===== config.mk =====
export PLATFORM = sky130hd
export DESIGN_NAME = rv32i_inst_encoder
export DESIGN_NICKNAME = d
export VERILOG_FILES = /design/src/rtl/rv32i_inst_encoder_pkg.sv /design/src/rtl/rv32i_encoder_fifo.sv /design/src/rtl/rv32i_inst_encoder.sv
export SDC_FILE = /design/constraint.sdc
export NUM_CORES = 1
export LEC_CHECK = 0
export CELL_PAD_IN_SITES_DETAIL_PLACEMENT = 0
export CELL_PAD_IN_SITES_GLOBAL_PLACEMENT = 1
export CORE_ASPECT_RATIO = 0.6
export CORE_MARGIN = 1.5
export CORE_UTILIZATION = 30
export DETAILED_ROUTE_END_ITERATION = 16
export PLACE_DENSITY = 0.71
export SYNTH_ARGS = -nofsm -noshare
export SYNTH_HDL_FRONTEND = slang
export SYNTH_SLANG_ARGS = --single-unit

===== constraint.sdc =====
create_clock -name clk -period 4.6 [get_ports clk]
set_input_delay 1.38 -clock clk [delete_from_list [all_inputs] [get_ports clk]]
set_output_delay 1.38 -clock clk [all_outputs]
set_load 0.02 [all_outputs]

===== src/rtl/rv32i_inst_encoder_pkg.sv =====
// Shared RV32I definitions: opcode/funct3 enumerations, instruction formats,
// field extraction and its inverse, field/immediate encoding.
package rv32i_inst_encoder_pkg;

  typedef enum logic [6:0] {
    OPC_LOAD   = 7'h03,
    OPC_IMM    = 7'h13,
    OPC_AUIPC  = 7'h17,
    OPC_STORE  = 7'h23,
    OPC_OP     = 7'h33,
    OPC_LUI    = 7'h37,
    OPC_BRANCH = 7'h63,
    OPC_JALR   = 7'h67,
    OPC_JAL    = 7'h6F,
    OPC_SYSTEM = 7'h73
  } opcode_e;

  typedef enum logic [2:0] {
    F3_ADD_SUB = 3'd0,
    F3_SLL     = 3'd1,
    F3_SLT     = 3'd2,
    F3_SLTU    = 3'd3,
    F3_XOR     = 3'd4,
    F3_SRL_SRA = 3'd5,
    F3_OR      = 3'd6,
    F3_AND     = 3'd7
  } funct3_e;

  typedef enum logic [2:0] {
    FMT_R, FMT_I, FMT_S, FMT_B, FMT_U, FMT_J, FMT_BAD
  } fmt_e;

  // Packed in R-type bit order so a raw word casts directly onto it.
  typedef struct packed {
    logic [6:0] funct7;
    logic [4:0] rs2;
    logic [4:0] rs1;
    logic [2:0] funct3;
    logic [4:0] rd;
    logic [6:0] opcode;
  } fields_t;

  localparam logic [31:0] NOP_WORD = 32'h0000_0013;

  function automatic fmt_e fmt_of(logic [6:0] op);
    fmt_e f;
    case (op)
      OPC_OP:                                    f = FMT_R;
      OPC_IMM, OPC_LOAD, OPC_JALR, OPC_SYSTEM:   f = FMT_I;
      OPC_STORE:                                 f = FMT_S;
      OPC_BRANCH:                                f = FMT_B;
      OPC_LUI, OPC_AUIPC:                        f = FMT_U;
      OPC_JAL:                                   f = FMT_J;
      default:                                   f = FMT_BAD;
    endcase
    return f;
  endfunction

  function automatic fields_t extract_fields(logic [31:0] word);
    return fields_t'(word);
  endfunction

  // Inverse of extract_fields: unused fields are left zero, immediate scattered.
  function automatic logic [31:0] encode_fields(fmt_e fmt, fields_t f, logic [31:0] imm);
    logic [31:0] w;
    w = '0;
    case (fmt)
      FMT_R: w = f;
      FMT_I: w = {imm[11:0], f.rs1, f.funct3, f.rd, f.opcode};
      FMT_S: w = {imm[11:5], f.rs2, f.rs1, f.funct3, imm[4:0], f.opcode};
      FMT_B: w = {imm[12], imm[10:5], f.rs2, f.rs1, f.funct3, imm[4:1], imm[11], f.opcode};
      FMT_U: w = {imm[31:12], f.rd, f.opcode};
      FMT_J: w = {imm[20], imm[10:1], imm[11], imm[19:12], f.rd, f.opcode};
      default: w = NOP_WORD;
    endcase
    return w;
  endfunction

endpackage


===== src/rtl/rv32i_encoder_fifo.sv =====
// 2-entry in-order FIFO; ready derives from registered state only.
module rv32i_encoder_fifo #(
  parameter int unsigned DATA_W = 33
) (
  input  logic              clk,
  input  logic              rst_n,
  input  logic              push_valid,
  output logic              push_ready,
  input  logic [DATA_W-1:0] push_data,
  output logic              pop_valid,
  input  logic              pop_ready,
  output logic [DATA_W-1:0] pop_data
);

  logic [DATA_W-1:0] mem_q [2];
  logic [DATA_W-1:0] mem_d [2];
  logic              wr_ptr_q, wr_ptr_d;
  logic              rd_ptr_q, rd_ptr_d;
  logic [1:0]        count_q, count_d;
  logic              alive_q, alive_d;
  logic              push, pop;

  assign push_ready = alive_q && (count_q != 2'd2);
  assign pop_valid  = (count_q != 2'd0);
  assign pop_data   = mem_q[rd_ptr_q];
  assign push       = push_valid && push_ready;
  assign pop        = pop_valid && pop_ready;

  // Next-state: write at wr_ptr, advance pointers, track occupancy.
  always_comb begin
    mem_d    = mem_q;
    wr_ptr_d = wr_ptr_q;
    rd_ptr_d = rd_ptr_q;
    count_d  = count_q;
    alive_d  = 1'b1;
    if (push) begin
      mem_d[wr_ptr_q] = push_data;
      wr_ptr_d        = ~wr_ptr_q;
    end
    if (pop) begin
      rd_ptr_d = ~rd_ptr_q;
    end
    case ({push, pop})
      2'b10:   count_d = count_q + 2'd1;
      2'b01:   count_d = count_q - 2'd1;
      default: count_d = count_q;
    endcase
  end

  // State registers; reset empties the buffer and clears stored words.
  always_ff @(posedge clk) begin
    if (!rst_n) begin
      mem_q    <= '{default: '0};
      wr_ptr_q <= 1'b0;
      rd_ptr_q <= 1'b0;
      count_q  <= '0;
      alive_q  <= 1'b0;
    end else begin
      mem_q    <= mem_d;
      wr_ptr_q <= wr_ptr_d;
      rd_ptr_q <= rd_ptr_d;
      count_q  <= count_d;
      alive_q  <= alive_d;
    end
  end

endmodule


===== src/rtl/rv32i_inst_encoder.sv =====
// RV32I instruction encoder: fields + immediate in, 32-bit word out through a
// 2-entry FIFO. Define RV32I_ENCODE_CHECK_EN to flag out-of-range immediates.
module rv32i_inst_encoder
  import rv32i_inst_encoder_pkg::*;
#(
  parameter int unsigned ERR_CNT_WIDTH = 16
) (
  input  logic                     clk,
  input  logic                     rst_n,
  input  logic                     in_valid,
  output logic                     in_ready,
  input  logic [6:0]               in_opcode,
  input  logic [4:0]               in_rd,
  input  logic [4:0]               in_rs1,
  input  logic [4:0]               in_rs2,
  input  logic [2:0]               in_funct3,
  input  logic [6:0]               in_funct7,
  input  logic [31:0]              in_imm,
  output logic                     out_valid,
  input  logic                     out_ready,
  output logic [31:0]              out_inst,
  output logic                     out_error,
  output logic [ERR_CNT_WIDTH-1:0] err_count
);

  fmt_e                     fmt;
  logic [31:0]              enc_word;
  logic                     enc_err;
  logic [ERR_CNT_WIDTH-1:0] err_cnt_q, err_cnt_d;

  // Encode the presented fields and compute the error flag.
  always_comb begin
    fmt      = fmt_of(in_opcode);
    enc_word = encode_fields(fmt,
                 fields_t'({in_funct7, in_rs2, in_rs1, in_funct3, in_rd, in_opcode}),
                 in_imm);
    enc_err  = (fmt == FMT_BAD);
`ifdef RV32I_ENCODE_CHECK_EN
    case (fmt)
      FMT_I: begin
        if ($signed(in_imm) < -2048 || $signed(in_imm) > 2047) enc_err = 1'b1;
        if (in_opcode == OPC_IMM &&
            (in_funct3 == F3_SLL || in_funct3 == F3_SRL_SRA) &&
            in_imm[11:5] != 7'h00 && in_imm[11:5] != 7'h20) enc_err = 1'b1;
      end
      FMT_S: if ($signed(in_imm) < -2048 || $signed(in_imm) > 2047) enc_err = 1'b1;
      FMT_B: if ($signed(in_imm) < -4096 || $signed(in_imm) > 4094 || in_imm[0]) enc_err = 1'b1;
      FMT_J: if ($signed(in_imm) < -1048576 || $signed(in_imm) > 1048574 || in_imm[0]) enc_err = 1'b1;
      FMT_U: if (in_imm[11:0] != 12'h000) enc_err = 1'b1;
      default: ;
    endcase
`endif
  end

  rv32i_encoder_fifo #(
    .DATA_W(33)
  ) u_fifo (
    .clk       (clk),
    .rst_n     (rst_n),
    .push_valid(in_valid),
    .push_ready(in_ready),
    .push_data ({enc_err, enc_word}),
    .pop_valid (out_valid),
    .pop_ready (out_ready),
    .pop_data  ({out_error, out_inst})
  );

  assign err_count = err_cnt_q;

  // Saturating count of emitted error words.
  always_comb begin
    err_cnt_d = err_cnt_q;
    if (out_valid && out_ready && out_error && err_cnt_q != '1)
      err_cnt_d = err_cnt_q + ERR_CNT_WIDTH'(1);
  end

  // Error counter register.
  always_ff @(posedge clk) begin
    if (!rst_n) err_cnt_q <= '0;
    else        err_cnt_q <= err_cnt_d;
  end

endmodule


# After elaboration in Yosys (flattened, before gate mapping)

Index checks and enable logic that the tools add are counted.

Bits in registers: 87
Output and inout port bits: 51
Word-level logic and storage cells: 58

$add $sub $neg: 3
Order comparisons: 3
Eq/ne operators: 20
Mux-type cells: 10
Bitwise logic cells: 4
Reduce and logical (&&, ||, !) cells: 11

Operators by type and width:

| cell                                                            | count |
|---|---|
| 32-bit case mux with 6 select lines                             | 1 |
| 33-bit 2-to-1 mux                                               | 4 |
| 66-bit bitwise mux                                              | 1 |
| 33-bit demux with 1-bit select                                  | 1 |
| 7-bit == test, second input constant                            | 4 |
| 7-bit by 6-bit == test with 1-bit output, second input constant | 3 |
| 3-bit case mux with 6 select lines                              | 1 |
| 16-bit by 1-bit adder with 16-bit output, second input constant | 1 |
| 16-bit inequality test, second input constant                   | 1 |
| 7-bit by 5-bit == test with 1-bit output, second input constant | 2 |
| 3-bit == test, second input constant                            | 3 |
| 7-bit by 2-bit == test with 1-bit output, second input constant | 1 |
| 3-bit by 2-bit == test with 1-bit output, second input constant | 2 |
| 1-bit logical AND                                               | 6 |
| 2-bit >= comparator, second input constant                      | 2 |
| 1-bit NOT with 2-bit output                                     | 2 |
| 2-bit case mux with 2 select lines                              | 1 |
| 2-bit nonzero test                                              | 2 |
| 4-bit OR reduction                                              | 1 |
| 3-bit by 1-bit == test with 1-bit output, second input constant | 1 |
| 3-bit logical NOT                                               | 1 |
| 2-bit by 1-bit adder with 2-bit output, second input constant   | 1 |
| 2-bit by 1-bit == test with 1-bit output, second input constant | 1 |
| 2-bit == test, second input constant                            | 1 |
| 6 further kinds                                                 | 7 |

# Depth between registers and ports, before layout

Word-level depth: 6
Depth in mapped cells: 11
Mapped depth without buffers: 10

# Hierarchy

From an unflattened synthesis, not the netlist that was laid out.

Cell total of the unflattened synthesis: 580
Area, all modules: 4929.7 um2

By module, submodules not included:

| module             | times used | cells each | area each (um2) | sequential area each (um2) |
|---|---|---|---|---|
| rv32i_encoder_fifo | 1          | 311        | 3113.0          | 1421.4 |
| rv32i_inst_encoder | 1          | 269        | 1816.7          | 320.3 |

# Least setup slack after synthesis

No wires, ideal clock.

Path kind: in2reg
Start point: input port in_opcode[5]
End point: register u_fifo.mem_q[31] (netlist name)
Arrival: 3.330 ns
Data required time: 4.473 ns
Setup slack: 1.143 ns
Stages on the path: 11
Path buffers: 1
Cells stage by stage: buf_2 -> nand4b_1 -> a21oi_4 -> inv_1 -> ha_1 -> a21oi_1 -> a22oi_1 -> o22ai_1 -> mux2i_1 -> a221oi_1 -> o31ai_2

Cells in the longest elaborated chain, start to end: 6

RTL lines:

| what                                                             | RTL line                     | RTL |
|---|---|---|
| start, declared                                                  | rv32i_inst_encoder.sv:12     | `input logic [6:0] in_opcode,` |
| 7-bit by 5-bit == test with 1-bit output (tied with other cells) | rv32i_inst_encoder_pkg.sv:47 | `case (op)` |
| 4-bit OR reduction or 2-bit OR reduction (tied branches)         | rv32i_inst_encoder_pkg.sv:47 |  |
| 3-bit case mux with 6 select lines *                             | rv32i_inst_encoder_pkg.sv:47 |  |
| 3-bit == test (tied with other cells)                            | rv32i_inst_encoder_pkg.sv:67 | `case (fmt)` |
| 32-bit case mux with 6 select lines *                            | rv32i_inst_encoder_pkg.sv:67 |  |
| 66-bit bitwise mux *                                             | rv32i_encoder_fifo.sv:37     | `mem_d[wr_ptr_q] = push_data;` |
| end signal, assigned                                             | rv32i_encoder_fifo.sv:59     | `mem_q <= mem_d;` |
| end, declared                                                    | rv32i_encoder_fifo.sv:15     | `logic [DATA_W-1:0] mem_q [2];` |

Every way passes the cells marked *; elsewhere a longest branch is shown, timed or not.
A chain may end at the register's enable or synchronous reset.

# Worst setup path after layout

Start point: input port in_opcode[3]
End point: register u_fifo.mem_q[64] (netlist name)

The elaborated chain is that of the path after synthesis.

==> results.ini <==
[drt]
drtIter0Drc=328
final_antenna_net_count=0
wire_per_inst_um=17.3
dr.pass1.iters=5
via_per_inst=5.13
vias=4156
routed_wl_mm=14.0
drc_errors=0

[cts]
cts_setup_buffers=0
cts.sinks=87
cts_root_buffer=clkbuf_16
htree_levels=3
tritoncts=done
postCtsHoldBufs=0
clkTransAtPathRegs_ns=0.07
clk_latency_ns=0.35
cts_made_buffers=9
cts_resized=0
cts_buffer_depth=2

[timing]
slew_viol_final=0
max_freq_ghz=0.254
final-hold-violation-count=0
worst_pin_slew_ns=0.886
setup_viol=0
max-slew-margin-rel_pct=41.0
holdWs_ns=0.447
setup_tns_ns=0
rsz0062_at_grt=false
fin_crit_sh_pct=85.5
min_period_ns=3.93
fin_skew_ns=0.00751

[yosys]
synth.area.top_cells=dfxtp_1, mux2_2, a22o_1
ys_ff_latch=87
netlist_instances=494
syn_area_per_cell_um2=9.17
ys_seq_area_share_pct=38.4
netlist_area_um2=4530
yosysWarnings=0
synth_edf_count=0
synth_area_leader_cell=dfxtp_1
synthArstFlopShare_pct=0
syn-num-nets=565
synth_flop_cell=dfxtp_1
synth.distinct_cells=61
synth_top_cell_area_share_pct=38.4

[job]
cap_violations=0

[setup_path]
required_ns=4.83
worstPathArrival_ns=4.16
startpoint_type=input port
crit_fanout=12
endpoint_kind=flop
critPathKind=input port to flop

[global_route]
grt_pass1_vias=4085
grt_antenna_before_repair=0
grt_max_degree=27
grt_pass1_wl_mm=22.2
grtUsageTotal_pct=17.9
gr-total-overflow=0

[pwr]
vdd_ir_drop_max_uv=162
power_mw=1.91
power_density_nw_per_um2=307
p_leak_nw=2.31

[floorplanning]
ios=119
dieArea_um2=15900
die_h_um=98.2
die_w_um=162
start_util_pct=31.0
fp-row-count=34
coreArea_um2=14600

[final_layout]
drive_above_1_share_pct=14.9
area_delta_synth_final_pct=37.7
fin_cells=810
fin_nets=678
diodes=0
final_util_pct=42.6

[worst_hold_path]
hold_class=flop to flop

[run_status]
status=completed

[place]
placed_cells=794
port_buffers=118
routabilityCongestion=0.864
post-dp-hpwl_mm=10.5

layer usage:
metal / global-route usage, % / up-vias / share of wire (%)
met5: 0 / - / 0
met4: 5.08 / 0 / 1.5
met3: 4.29 / 23 / 5.5
met2: 25.3 / 112 / 40
met1: 26.6 / 1996 / 53
li1: - / 2025 / -
per-stage QoR:
step	worst slack [ns]	cell area (um^2)
global route	0.401	6240
detailed placement	0.364	5960
floorplan	1.14	4530
CTS	0.722	6240
finish	0.668	6240
global placement	0.442	5960
registers in the layout, indices dropped and copies added (netlist names):
name / count
u_fifo.count_q: 2
u_fifo.alive_q: 1
u_fifo.mem_q: 66
err_count: 16
u_fifo.rd_ptr_q: 1
u_fifo.wr_ptr_q: 1
power breakdown:
| group | total (mW) | internal [mW] | switching (mW) |
|---|---|---|---|
| registers | 0.812 | 0.775 | 0.0369 |
| logic | 0.400 | 0.202 | 0.198 |
| clock network | 0.703 | 0.375 | 0.328 |
| total | 1.91 | 1.35 | 0.563 |
final timing paths:
path,slack (ns),cells after the start,endpoint,start
max,0.67,11,u_fifo.mem_q[64],in_opcode[3]
min,0.45,2,u_fifo.mem_q[63],u_fifo.mem_q[63]
max reg2reg,2.18,6,err_count[14],u_fifo.rd_ptr_q
min reg2reg,0.45,2,u_fifo.mem_q[63],u_fifo.mem_q[63]
critical path, stage by stage:
cell and delay (ns):
clkdlybuf4s50_1 0.80, nand4b_1 0.34, a21oi_4 0.23, inv_1 0.06, ha_1 0.22, a21oi_1 0.15, a22oi_1 0.10, o22ai_1 0.25
mux2i_1 0.13, a221oi_1 0.37, o31ai_1 0.11
synthesized netlist by cell type (all sizes together) (2+ instances only):
| cell | number |
|---|---|
| nand2b | 4 |
| o21ai | 26 |
| and4 | 2 |
| xor2 | 2 |
| a21o | 3 |
| a31oi | 6 |
| a21boi | 16 |
| nor2 | 13 |
| nand4 | 5 |
| mux2i | 3 |
| and3 | 6 |
| a222oi | 6 |
| xnor2 | 17 |
| o21a | 2 |
| and2 | 33 |
| ha | 3 |
| o31ai | 10 |
| mux2 | 44 |
| a221oi | 2 |
| nand2 | 57 |
| nor2b | 2 |
| or2 | 3 |
| nand3 | 22 |
| inv | 12 |
| clkbuf | 18 |
| a22o | 34 |
| nand4b | 2 |
| nor4b | 2 |
| dfxtp | 87 |
| buf | 15 |
| a22oi | 10 |
| a21oi | 11 |
placed cells by master, fill, tap and decap left out, types with 3 or more instances in the layout:
cell | Yosys | layout
nand2_1 | 57 | 57
nand3_1 | 19 | 19
buf_4 | 1 | 16
nand3_2 | 3 | 3
a222oi_1 | 6 | 6
and3_1 | 6 | 6
nand4_1 | 5 | 5
a31oi_1 | 6 | 6
nor2_1 | 13 | 13
a22o_1 | 34 | 34
o31ai_1 | 9 | 9
mux2i_1 | 3 | 3
o21ai_1 | 10 | 10
o21ai_0 | 15 | 15
inv_1 | 12 | 12
a22oi_1 | 10 | 10
clkdlybuf4s50_1 | 0 | 118
dfxtp_1 | 87 | 87
and2_1 | 32 | 32
ha_1 | 3 | 3
a21boi_0 | 7 | 7
a21boi_1 | 7 | 7
xnor2_1 | 17 | 17
a21o_1 | 3 | 3
clkbuf_16 | 0 | 9
a21oi_1 | 10 | 10
mux2_2 | 44 | 44
nand2b_1 | 4 | 4
final cells by class:
class	instances	area (um^2)
fillers	1444	8390
multi-input cells	362	2600
flip-flops and latches	87	1740
repair buffers	135	1320
well taps	198	248
clock buffers	10	229
clock inverters	6	55.1
inverters	12	45.0
cell families (layout without fill, tap and decap cells):
logic type / after synthesis / count (layout) / synth area share (%)
AND/OR/NAND/NOR: 157 / 157 / 18.6
flip-flops: 87 / 87 / 38.4
AO/OA/AOI/OAI: 136 / 136 / 22.7
adder cells (fa/ha/maj): 3 / 3 / 0.828
multiplexers: 47 / 47 / 11.6
buffers and inverters: 45 / 163 / 4.17
XOR/XNOR: 19 / 19 / 3.67
Note: power is estimated with default switching activity, not from simulation.
